### src/rtl/core_request_port_if.sv
// Core-side request/response and network-side forward/return signals of one core_request_port.
// master = core + network environment, slave = the request port itself.
interface core_request_port_if #(
    parameter int DATA_WIDTH      = 8,
    parameter int PRI_BITS        = 3,
    parameter int MOD_ID_BITS     = 2,
    parameter int LOCAL_ADDR_BITS = 8,
    parameter int CORE_ID_BITS    = 2,
    parameter int LAT_W           = 16,
    parameter int PACKET_W        = 1 + MOD_ID_BITS + LOCAL_ADDR_BITS + PRI_BITS + DATA_WIDTH + CORE_ID_BITS,
    parameter int BACK_PACKET_W   = 1 + DATA_WIDTH
);
    logic                       req_valid;
    logic                       req_ready;
    logic                       req_rw;
    logic [MOD_ID_BITS-1:0]     req_mod_id;
    logic [LOCAL_ADDR_BITS-1:0] req_local_addr;
    logic [DATA_WIDTH-1:0]      req_data;

    logic [PACKET_W-1:0]        net_pkt;
    logic                       net_valid;
    logic [BACK_PACKET_W-1:0]   net_back_pkt;
    logic                       net_back_valid;
    logic                       net_dropped;

    logic                       resp_valid;
    logic                       resp_ok;
    logic [DATA_WIDTH-1:0]      resp_data;
    logic [LAT_W-1:0]           resp_latency;
    logic [LAT_W-1:0]           stat_retries;
    logic [LAT_W-1:0]           stat_failures;

    modport master (
        output req_valid, req_rw, req_mod_id, req_local_addr, req_data,
        output net_back_pkt, net_back_valid, net_dropped,
        input  req_ready, net_pkt, net_valid,
        input  resp_valid, resp_ok, resp_data, resp_latency, stat_retries, stat_failures
    );

    modport slave (
        input  req_valid, req_rw, req_mod_id, req_local_addr, req_data,
        input  net_back_pkt, net_back_valid, net_dropped,
        output req_ready, net_pkt, net_valid,
        output resp_valid, resp_ok, resp_data, resp_latency, stat_retries, stat_failures
    );
endinterface

### src/rtl/core_request_port.sv
// Per-core request agent: issues one request into the network, retries with rising priority on NACK/drop/timeout.
// One request in flight; req_ready only in IDLE, response is a one-cycle pulse with no backpressure.
module core_request_port #(
    parameter int DATA_WIDTH      = 8,
    parameter int PRI_BITS        = 3,
    parameter int MOD_ID_BITS     = 2,
    parameter int LOCAL_ADDR_BITS = 8,
    parameter int CORE_ID_BITS    = 2,
    parameter int PACKET_W        = 1 + MOD_ID_BITS + LOCAL_ADDR_BITS + PRI_BITS + DATA_WIDTH + CORE_ID_BITS,
    parameter int BACK_PACKET_W   = 1 + DATA_WIDTH,
    parameter int CORE_ID         = 0,
    parameter int MAX_RETRIES     = 15,
    parameter int TIMEOUT         = 64,
    parameter int LAT_W           = 16
) (
    input  logic                 clk,
    input  logic                 rst,
    core_request_port_if.slave   port
);
    localparam int RTY_W = (MAX_RETRIES > 0) ? $clog2(MAX_RETRIES + 1) : 1;
    localparam int TMO_W = (TIMEOUT > 1) ? $clog2(TIMEOUT) : 1;
    localparam logic [RTY_W-1:0]        RTY_MAX  = RTY_W'(MAX_RETRIES);
    localparam logic [TMO_W-1:0]        TMO_LAST = (TIMEOUT > 0) ? TMO_W'(TIMEOUT - 1) : '0;
    localparam logic [CORE_ID_BITS-1:0] CID      = CORE_ID_BITS'(CORE_ID);

    typedef enum logic [1:0] {IDLE, ISSUE, WAIT, RESP} state_t;

    state_t                     state_q, state_d;
    logic                       rw_q, rw_d;
    logic [MOD_ID_BITS-1:0]     mod_q, mod_d;
    logic [LOCAL_ADDR_BITS-1:0] addr_q, addr_d;
    logic [DATA_WIDTH-1:0]      data_q, data_d;
    logic [PRI_BITS-1:0]        pri_q, pri_d;
    logic [RTY_W-1:0]           retry_q, retry_d;
    logic [TMO_W-1:0]           tmo_q, tmo_d;
    logic [LAT_W-1:0]           lat_q, lat_d, lat_inc;

    logic                       req_ready_q, req_ready_d;
    logic                       net_valid_q, net_valid_d;
    logic [PACKET_W-1:0]        net_pkt_q, net_pkt_d;
    logic                       resp_valid_q, resp_valid_d;
    logic                       resp_ok_q, resp_ok_d;
    logic [DATA_WIDTH-1:0]      resp_data_q, resp_data_d;
    logic [LAT_W-1:0]           resp_lat_q, resp_lat_d;
    logic [LAT_W-1:0]           stat_rty_q, stat_rty_d;
    logic [LAT_W-1:0]           stat_fail_q, stat_fail_d;

    logic back_suc, fail_evt;

    // Forward packet layout, MSB first: {rw, mod_id, local_addr, pri, data, core_id}.
    function automatic logic [PACKET_W-1:0] make_packet(
        input logic                       rw,
        input logic [MOD_ID_BITS-1:0]     mod,
        input logic [LOCAL_ADDR_BITS-1:0] addr,
        input logic [PRI_BITS-1:0]        pri,
        input logic [DATA_WIDTH-1:0]      data
    );
        return {rw, mod, addr, pri, data, CID};
    endfunction

    // Return packet layout: {suc, data}.
    assign back_suc = port.net_back_valid && port.net_back_pkt[BACK_PACKET_W-1];
    assign fail_evt = (port.net_back_valid && !port.net_back_pkt[BACK_PACKET_W-1])
                   || port.net_dropped
                   || ((TIMEOUT != 0) && (tmo_q == TMO_LAST));
    assign lat_inc  = (&lat_q) ? lat_q : lat_q + 1'b1;

    always_comb begin
        state_d     = state_q;
        rw_d        = rw_q;
        mod_d       = mod_q;
        addr_d      = addr_q;
        data_d      = data_q;
        pri_d       = pri_q;
        retry_d     = retry_q;
        tmo_d       = tmo_q;
        lat_d       = lat_q;
        resp_ok_d   = resp_ok_q;
        resp_data_d = resp_data_q;
        resp_lat_d  = resp_lat_q;
        stat_rty_d  = stat_rty_q;
        stat_fail_d = stat_fail_q;

        unique case (state_q)
            IDLE: begin
                if (port.req_valid && req_ready_q) begin
                    rw_d    = port.req_rw;
                    mod_d   = port.req_mod_id;
                    addr_d  = port.req_local_addr;
                    data_d  = port.req_data;
                    pri_d   = '0;
                    retry_d = '0;
                    lat_d   = '0;
                    state_d = ISSUE;
                end
            end
            ISSUE: begin
                lat_d   = lat_inc;
                tmo_d   = '0;
                state_d = WAIT;
            end
            WAIT: begin
                lat_d = lat_inc;
                if (back_suc) begin
                    state_d     = RESP;
                    resp_ok_d   = 1'b1;
                    resp_data_d = port.net_back_pkt[DATA_WIDTH-1:0];
                    resp_lat_d  = lat_inc;
                end else if (fail_evt) begin
                    if (retry_q == RTY_MAX) begin
                        state_d     = RESP;
                        resp_ok_d   = 1'b0;
                        resp_data_d = '0;
                        resp_lat_d  = lat_inc;
                        stat_fail_d = (&stat_fail_q) ? stat_fail_q : stat_fail_q + 1'b1;
                    end else begin
                        pri_d      = (&pri_q) ? pri_q : pri_q + 1'b1;
                        retry_d    = retry_q + 1'b1;
                        stat_rty_d = (&stat_rty_q) ? stat_rty_q : stat_rty_q + 1'b1;
                        state_d    = ISSUE;
                    end
                end else begin
                    tmo_d = tmo_q + 1'b1;
                end
            end
            RESP: begin
                state_d = IDLE;
            end
        endcase

        // Outputs are registered from the next state so they line up with the state they describe.
        req_ready_d  = (state_d == IDLE);
        net_valid_d  = (state_d == ISSUE);
        resp_valid_d = (state_d == RESP);
        net_pkt_d    = net_valid_d ? make_packet(rw_d, mod_d, addr_d, pri_d, data_d) : '0;
    end

    always_ff @(posedge clk or posedge rst) begin
        if (rst) begin
            state_q      <= IDLE;
            rw_q         <= 1'b0;
            mod_q        <= '0;
            addr_q       <= '0;
            data_q       <= '0;
            pri_q        <= '0;
            retry_q      <= '0;
            tmo_q        <= '0;
            lat_q        <= '0;
            req_ready_q  <= 1'b1;
            net_valid_q  <= 1'b0;
            net_pkt_q    <= '0;
            resp_valid_q <= 1'b0;
            resp_ok_q    <= 1'b0;
            resp_data_q  <= '0;
            resp_lat_q   <= '0;
            stat_rty_q   <= '0;
            stat_fail_q  <= '0;
        end else begin
            state_q      <= state_d;
            rw_q         <= rw_d;
            mod_q        <= mod_d;
            addr_q       <= addr_d;
            data_q       <= data_d;
            pri_q        <= pri_d;
            retry_q      <= retry_d;
            tmo_q        <= tmo_d;
            lat_q        <= lat_d;
            req_ready_q  <= req_ready_d;
            net_valid_q  <= net_valid_d;
            net_pkt_q    <= net_pkt_d;
            resp_valid_q <= resp_valid_d;
            resp_ok_q    <= resp_ok_d;
            resp_data_q  <= resp_data_d;
            resp_lat_q   <= resp_lat_d;
            stat_rty_q   <= stat_rty_d;
            stat_fail_q  <= stat_fail_d;
        end
    end

    assign port.req_ready     = req_ready_q;
    assign port.net_valid     = net_valid_q;
    assign port.net_pkt       = net_pkt_q;
    assign port.resp_valid    = resp_valid_q;
    assign port.resp_ok       = resp_ok_q;
    assign port.resp_data     = resp_data_q;
    assign port.resp_latency  = resp_lat_q;
    assign port.stat_retries  = stat_rty_q;
    assign port.stat_failures = stat_fail_q;
endmodule

### src/flat_wrapper.sv
// flat-port wrapper written by rule: the top's interface ports become plain ports
module core_request_port_flat 
#(
    parameter int DATA_WIDTH      = 8,
    parameter int PRI_BITS        = 3,
    parameter int MOD_ID_BITS     = 2,
    parameter int LOCAL_ADDR_BITS = 8,
    parameter int CORE_ID_BITS    = 2,
    parameter int PACKET_W        = 1 + MOD_ID_BITS + LOCAL_ADDR_BITS + PRI_BITS + DATA_WIDTH + CORE_ID_BITS,
    parameter int BACK_PACKET_W   = 1 + DATA_WIDTH,
    parameter int CORE_ID         = 0,
    parameter int MAX_RETRIES     = 15,
    parameter int TIMEOUT         = 64,
    parameter int LAT_W           = 16
)
  (clk, rst, port_req_valid, port_req_rw, port_req_mod_id, port_req_local_addr, port_req_data, port_net_back_pkt, port_net_back_valid, port_net_dropped, port_req_ready, port_net_pkt, port_net_valid, port_resp_valid, port_resp_ok, port_resp_data, port_resp_latency, port_stat_retries, port_stat_failures);
  core_request_port_if #(.DATA_WIDTH(DATA_WIDTH), .PRI_BITS(PRI_BITS), .MOD_ID_BITS(MOD_ID_BITS), .LOCAL_ADDR_BITS(LOCAL_ADDR_BITS), .CORE_ID_BITS(CORE_ID_BITS), .LAT_W(LAT_W), .PACKET_W(PACKET_W), .BACK_PACKET_W(BACK_PACKET_W)) port_i ();
  input  logic clk;
  input  logic rst;
  input wire logic [$bits(port_i.req_valid)-1:0] port_req_valid;
  input wire logic [$bits(port_i.req_rw)-1:0] port_req_rw;
  input wire logic [$bits(port_i.req_mod_id)-1:0] port_req_mod_id;
  input wire logic [$bits(port_i.req_local_addr)-1:0] port_req_local_addr;
  input wire logic [$bits(port_i.req_data)-1:0] port_req_data;
  input wire logic [$bits(port_i.net_back_pkt)-1:0] port_net_back_pkt;
  input wire logic [$bits(port_i.net_back_valid)-1:0] port_net_back_valid;
  input wire logic [$bits(port_i.net_dropped)-1:0] port_net_dropped;
  output wire logic [$bits(port_i.req_ready)-1:0] port_req_ready;
  output wire logic [$bits(port_i.net_pkt)-1:0] port_net_pkt;
  output wire logic [$bits(port_i.net_valid)-1:0] port_net_valid;
  output wire logic [$bits(port_i.resp_valid)-1:0] port_resp_valid;
  output wire logic [$bits(port_i.resp_ok)-1:0] port_resp_ok;
  output wire logic [$bits(port_i.resp_data)-1:0] port_resp_data;
  output wire logic [$bits(port_i.resp_latency)-1:0] port_resp_latency;
  output wire logic [$bits(port_i.stat_retries)-1:0] port_stat_retries;
  output wire logic [$bits(port_i.stat_failures)-1:0] port_stat_failures;
  assign port_i.req_valid = port_req_valid;
  assign port_i.req_rw = port_req_rw;
  assign port_i.req_mod_id = port_req_mod_id;
  assign port_i.req_local_addr = port_req_local_addr;
  assign port_i.req_data = port_req_data;
  assign port_i.net_back_pkt = port_net_back_pkt;
  assign port_i.net_back_valid = port_net_back_valid;
  assign port_i.net_dropped = port_net_dropped;
  assign port_req_ready = port_i.req_ready;
  assign port_net_pkt = port_i.net_pkt;
  assign port_net_valid = port_i.net_valid;
  assign port_resp_valid = port_i.resp_valid;
  assign port_resp_ok = port_i.resp_ok;
  assign port_resp_data = port_i.resp_data;
  assign port_resp_latency = port_i.resp_latency;
  assign port_stat_retries = port_i.stat_retries;
  assign port_stat_failures = port_i.stat_failures;
  core_request_port #(.DATA_WIDTH(DATA_WIDTH), .PRI_BITS(PRI_BITS), .MOD_ID_BITS(MOD_ID_BITS), .LOCAL_ADDR_BITS(LOCAL_ADDR_BITS), .CORE_ID_BITS(CORE_ID_BITS), .PACKET_W(PACKET_W), .BACK_PACKET_W(BACK_PACKET_W), .CORE_ID(CORE_ID), .MAX_RETRIES(MAX_RETRIES), .TIMEOUT(TIMEOUT), .LAT_W(LAT_W)) u_core (.clk(clk), .rst(rst), .port(port_i));
endmodule
### config.mk
export PLATFORM = sky130hd
export DESIGN_NAME = core_request_port_flat
export DESIGN_NICKNAME = d
export VERILOG_FILES = /design/src/rtl/core_request_port_if.sv /design/src/rtl/core_request_port.sv /design/src/flat_wrapper.sv
export SDC_FILE = /design/constraint.sdc
export NUM_CORES = 1
export LEC_CHECK = 0
export BUFFER_PORTS_ARGS = -buffer_cell sky130_fd_sc_hd__clkbuf_2
export CAP_MARGIN = 20
export CORE_MARGIN = 4
export CORE_UTILIZATION = 50
export DETAILED_ROUTE_END_ITERATION = 7
export HOLD_SLACK_MARGIN = 0.02
export PLACE_DENSITY = 0.73
export SKIP_LAST_GASP = 1
export SYNTH_ARGS = -nofsm -noshare
export SYNTH_HDL_FRONTEND = slang
export SYNTH_SLANG_ARGS = --single-unit
### constraint.sdc
create_clock -name clk -period 10 [get_ports clk]
set_input_delay 0.5 -clock clk [delete_from_list [all_inputs] [get_ports clk]]
set_output_delay 0.5 -clock clk [all_outputs]
set_load 0.01 [all_outputs]
==> qor.csv <==
stage,metric,value,unit
outcome,status,"finished, final reports clean",
logic_synthesis,synth_async_sr_flop_share,1.00,
drt,wirelength,13.8,mm
logic_synthesis,synth_ff_type,dfrtp_1,
cts,clock_sinks,132,
logic_synthesis,postSynthAreaPerCell,11.0,sq um
timing,slew_headroom,0.321,
timing,hold_viol_final,0,
layout,final_common_cell,dfrtp_1,
cts,clkTransAtPathRegs,0.05,ns
cts,clk_path_buf_depth,2,
layout,antenna_cells,0,
cts,cts_setup_buffers,0,
global_route,overflow,0,
layout,final_cell_mix,"dfrtp_1, clkbuf_2, nand2_1",
layout,finalCoreUtilization,0.618,
drt,detail_route.iter0.violations,256,
cts,holdBufCountCts,0,
worst_setup_path,cp-start-kind,flop,
timing,period_share,0.276,
drt,firstDrtPassIters,4,
global_route,grt_util_all_layers,0.206,
cts,root_buffer,clkbuf_16,
flow_run,drv_cap,0,
power,powerDensity,274,nW/um^2
global_route,antenna_found_initial,0,
logic_synthesis,synth_edf_count,0,
drt,ant_nets,0,
timing,timing.fmax,363,MHz
cts,htree_num_levels,4,
drt,drc,0,
die,dieWidth,119,um
logic_synthesis,yosysUniqueCellTypes,65,
die,coreArea,12000,sq um
worst_hold_path,holdCritPathClass,in2async,
logic_synthesis,ys_warn_count,0,
placed_design,place_congestion,0.819,
worst_setup_path,critPathArrivalTime,3.05,ns
drt,vias_per_cell,5.69,
logic_synthesis,synthCells,556,
timing,fin_crit,2.76,ns
cts,cts_buffers,17,
global_route,grt_max_degree,83,
timing,fin_setup_tns,0,ns
timing,setup_viol,0,
logic_synthesis,seq_area_frac_synth,0.538,
logic_synthesis,synth_seq_cells,132,
cts,post_cts_resize_count,0,
cts,worstSkewPairLatency,0.41,ns
layout,drive_above_1_share,0.290,
power,leakage,3.55,nW
power,vdd.ir_drop.worst,0.000167,V
global_route,grt_pass1_vias,4713,
die,dieArea,14100,sq um
worst_setup_path,crit_type,reg2reg,
placed_design,dp_hpwl,9.54,mm
placed_design,io_buffers,114,
cts,cts_tree,built,
layout,final_nets,711,
global_route,grt_first_pass_wirelength,23.6,mm
worst_setup_path,path_max_fanout,20,
drt,vias,4703,
die,start_util,0.511,
die,die_h,119,um
logic_synthesis,synth_area,6140,sq um
drt,wl_per_cell,16.7,um
worst_setup_path,worstPathRequired,10.29,ns
timing,slew_viol_final,0,
timing,grt_setup_unrepaired,false,
timing,tightest_slew,1.02,ns
die,rows,40,
timing,finalClockSkew,0.0130,ns
layout,area_delta_synth_final,20.8,%
worst_setup_path,worstSetupEndpointType,flop,
die,io_pins,117,
==> report_power, final <==
| group | total (mW) | switching, mW | internal (mW) | leakage [nW] |
|---|---|---|---|---|
| clock network | 0.604 | 0.211 | 0.394 | 0.280 |
| registers | 0.769 | 0.0838 | 0.685 | 1.74 |
| logic | 0.663 | 0.396 | 0.266 | 1.52 |
==> per-layer routing <==
layer / vias up / routed length (um) / GRT usage
li1: 2233 / - / -
met1: 2315 / 6070 / 0.273
met2: 142 / 6540 / 0.318
met3: 13 / 1010 / 0.0617
met4: 0 / 188 / 0.0797
met5: - / 0 / 0
==> registers in the layout (all words and copies together) (netlist names), 6 cells and up <==
signal                     flops
u_core.port.stat_failures     16
u_core.port.net_pkt           22
u_core.port.resp_data          8
u_core.data_q                  8
u_core.port.resp_latency      16
u_core.tmo_q                   6
u_core.addr_q                  8
u_core.port.stat_retries      16
u_core.lat_q                  16
==> kinds of logic after synthesis <==
family,Yosys count,share of synthesized area
fa+ha+maj,8,0.0163
other cells,1,0.000611
compound gates,97,0.107
flops,132,0.538
buf+inv,42,0.0324
xor+xnor,35,0.0499
mux,43,0.0786
simple gates,198,0.177
==> layout make-up <==
cell class              count  area (sq um)
fillers                   965          4590
flip-flops and latches    132          3300
multi-input cells         383          2650
repair buffers            119           636
clock buffers              24           502
well taps                 147           184
clock inverters             4          72.6
inverters                  17          66.3
==> worst paths after layout <==
check	from	to	slack, ns	depth (start not counted)
max	u_core.state_q[0]$_DFF_PP0_	u_core.port.stat_failures[10]$_DFFE_PP0P_	7.24	5
min	rst	u_core.port.stat_failures[13]$_DFFE_PP0P_	0.17	2
max reg2reg	u_core.state_q[0]$_DFF_PP0_	u_core.port.stat_failures[10]$_DFFE_PP0P_	7.24	5
min reg2reg	u_core.port.stat_failures[9]$_DFFE_PP0P_	u_core.port.stat_failures[9]$_DFFE_PP0P_	0.49	1
max in group asynchronous	rst	u_core.lat_q[13]$_DFFE_PP0P_	8.72	4
min in group clk	port_net_back_pkt[0]	u_core.port.resp_data[0]$_DFFE_PP0P_	0.31	2
==> synth_stat cells (all sizes together) (3+ instances only) <==
cell type,number,area share
nor2b,4,0.0053
dfrtp,131,0.53
nand3,27,0.023
o21ai,26,0.022
a21oi,22,0.018
o31ai,4,0.0049
nor3,9,0.0073
nand2b,5,0.0051
and4,5,0.0071
nor2,25,0.015
nor4,14,0.015
xnor2,21,0.030
clkbuf,13,0.0096
a21boi,4,0.0049
mux2,39,0.072
buf,12,0.012
nand2,51,0.031
o211ai,3,0.0037
xor2,14,0.020
nor3b,23,0.028
and2,3,0.0031
inv,16,0.0098
ha,8,0.016
nand4,16,0.019
a22o,11,0.016
a31oi,6,0.0061
mux2i,4,0.0065
and3,8,0.0082
==> worst max-delay path: stages (launching register included) <==
cell	delay, ns
dfrtp_1	0.37
inv_1	0.10
ha_1	0.61
nand4_1	0.68
or4b_1	0.73
xnor2_1	0.14
==> per-stage QoR <==
stage	setup WS, ns	area (sq um)	instances	power, mW	hold slack, ns
after floorplan	5.98	6140	557	1.22	0.465
after global placement	7.28	6800	796	1.41	0.473
after detailed placement	7.13	6800	796	1.44	0.479
after CTS	7.14	7370	824	2.05	0.189
after global routing	6.98	7420	826	2.17	0.218
final	7.24	7420	826	2.04	0.174
Power figures use the tool's default switching activity.
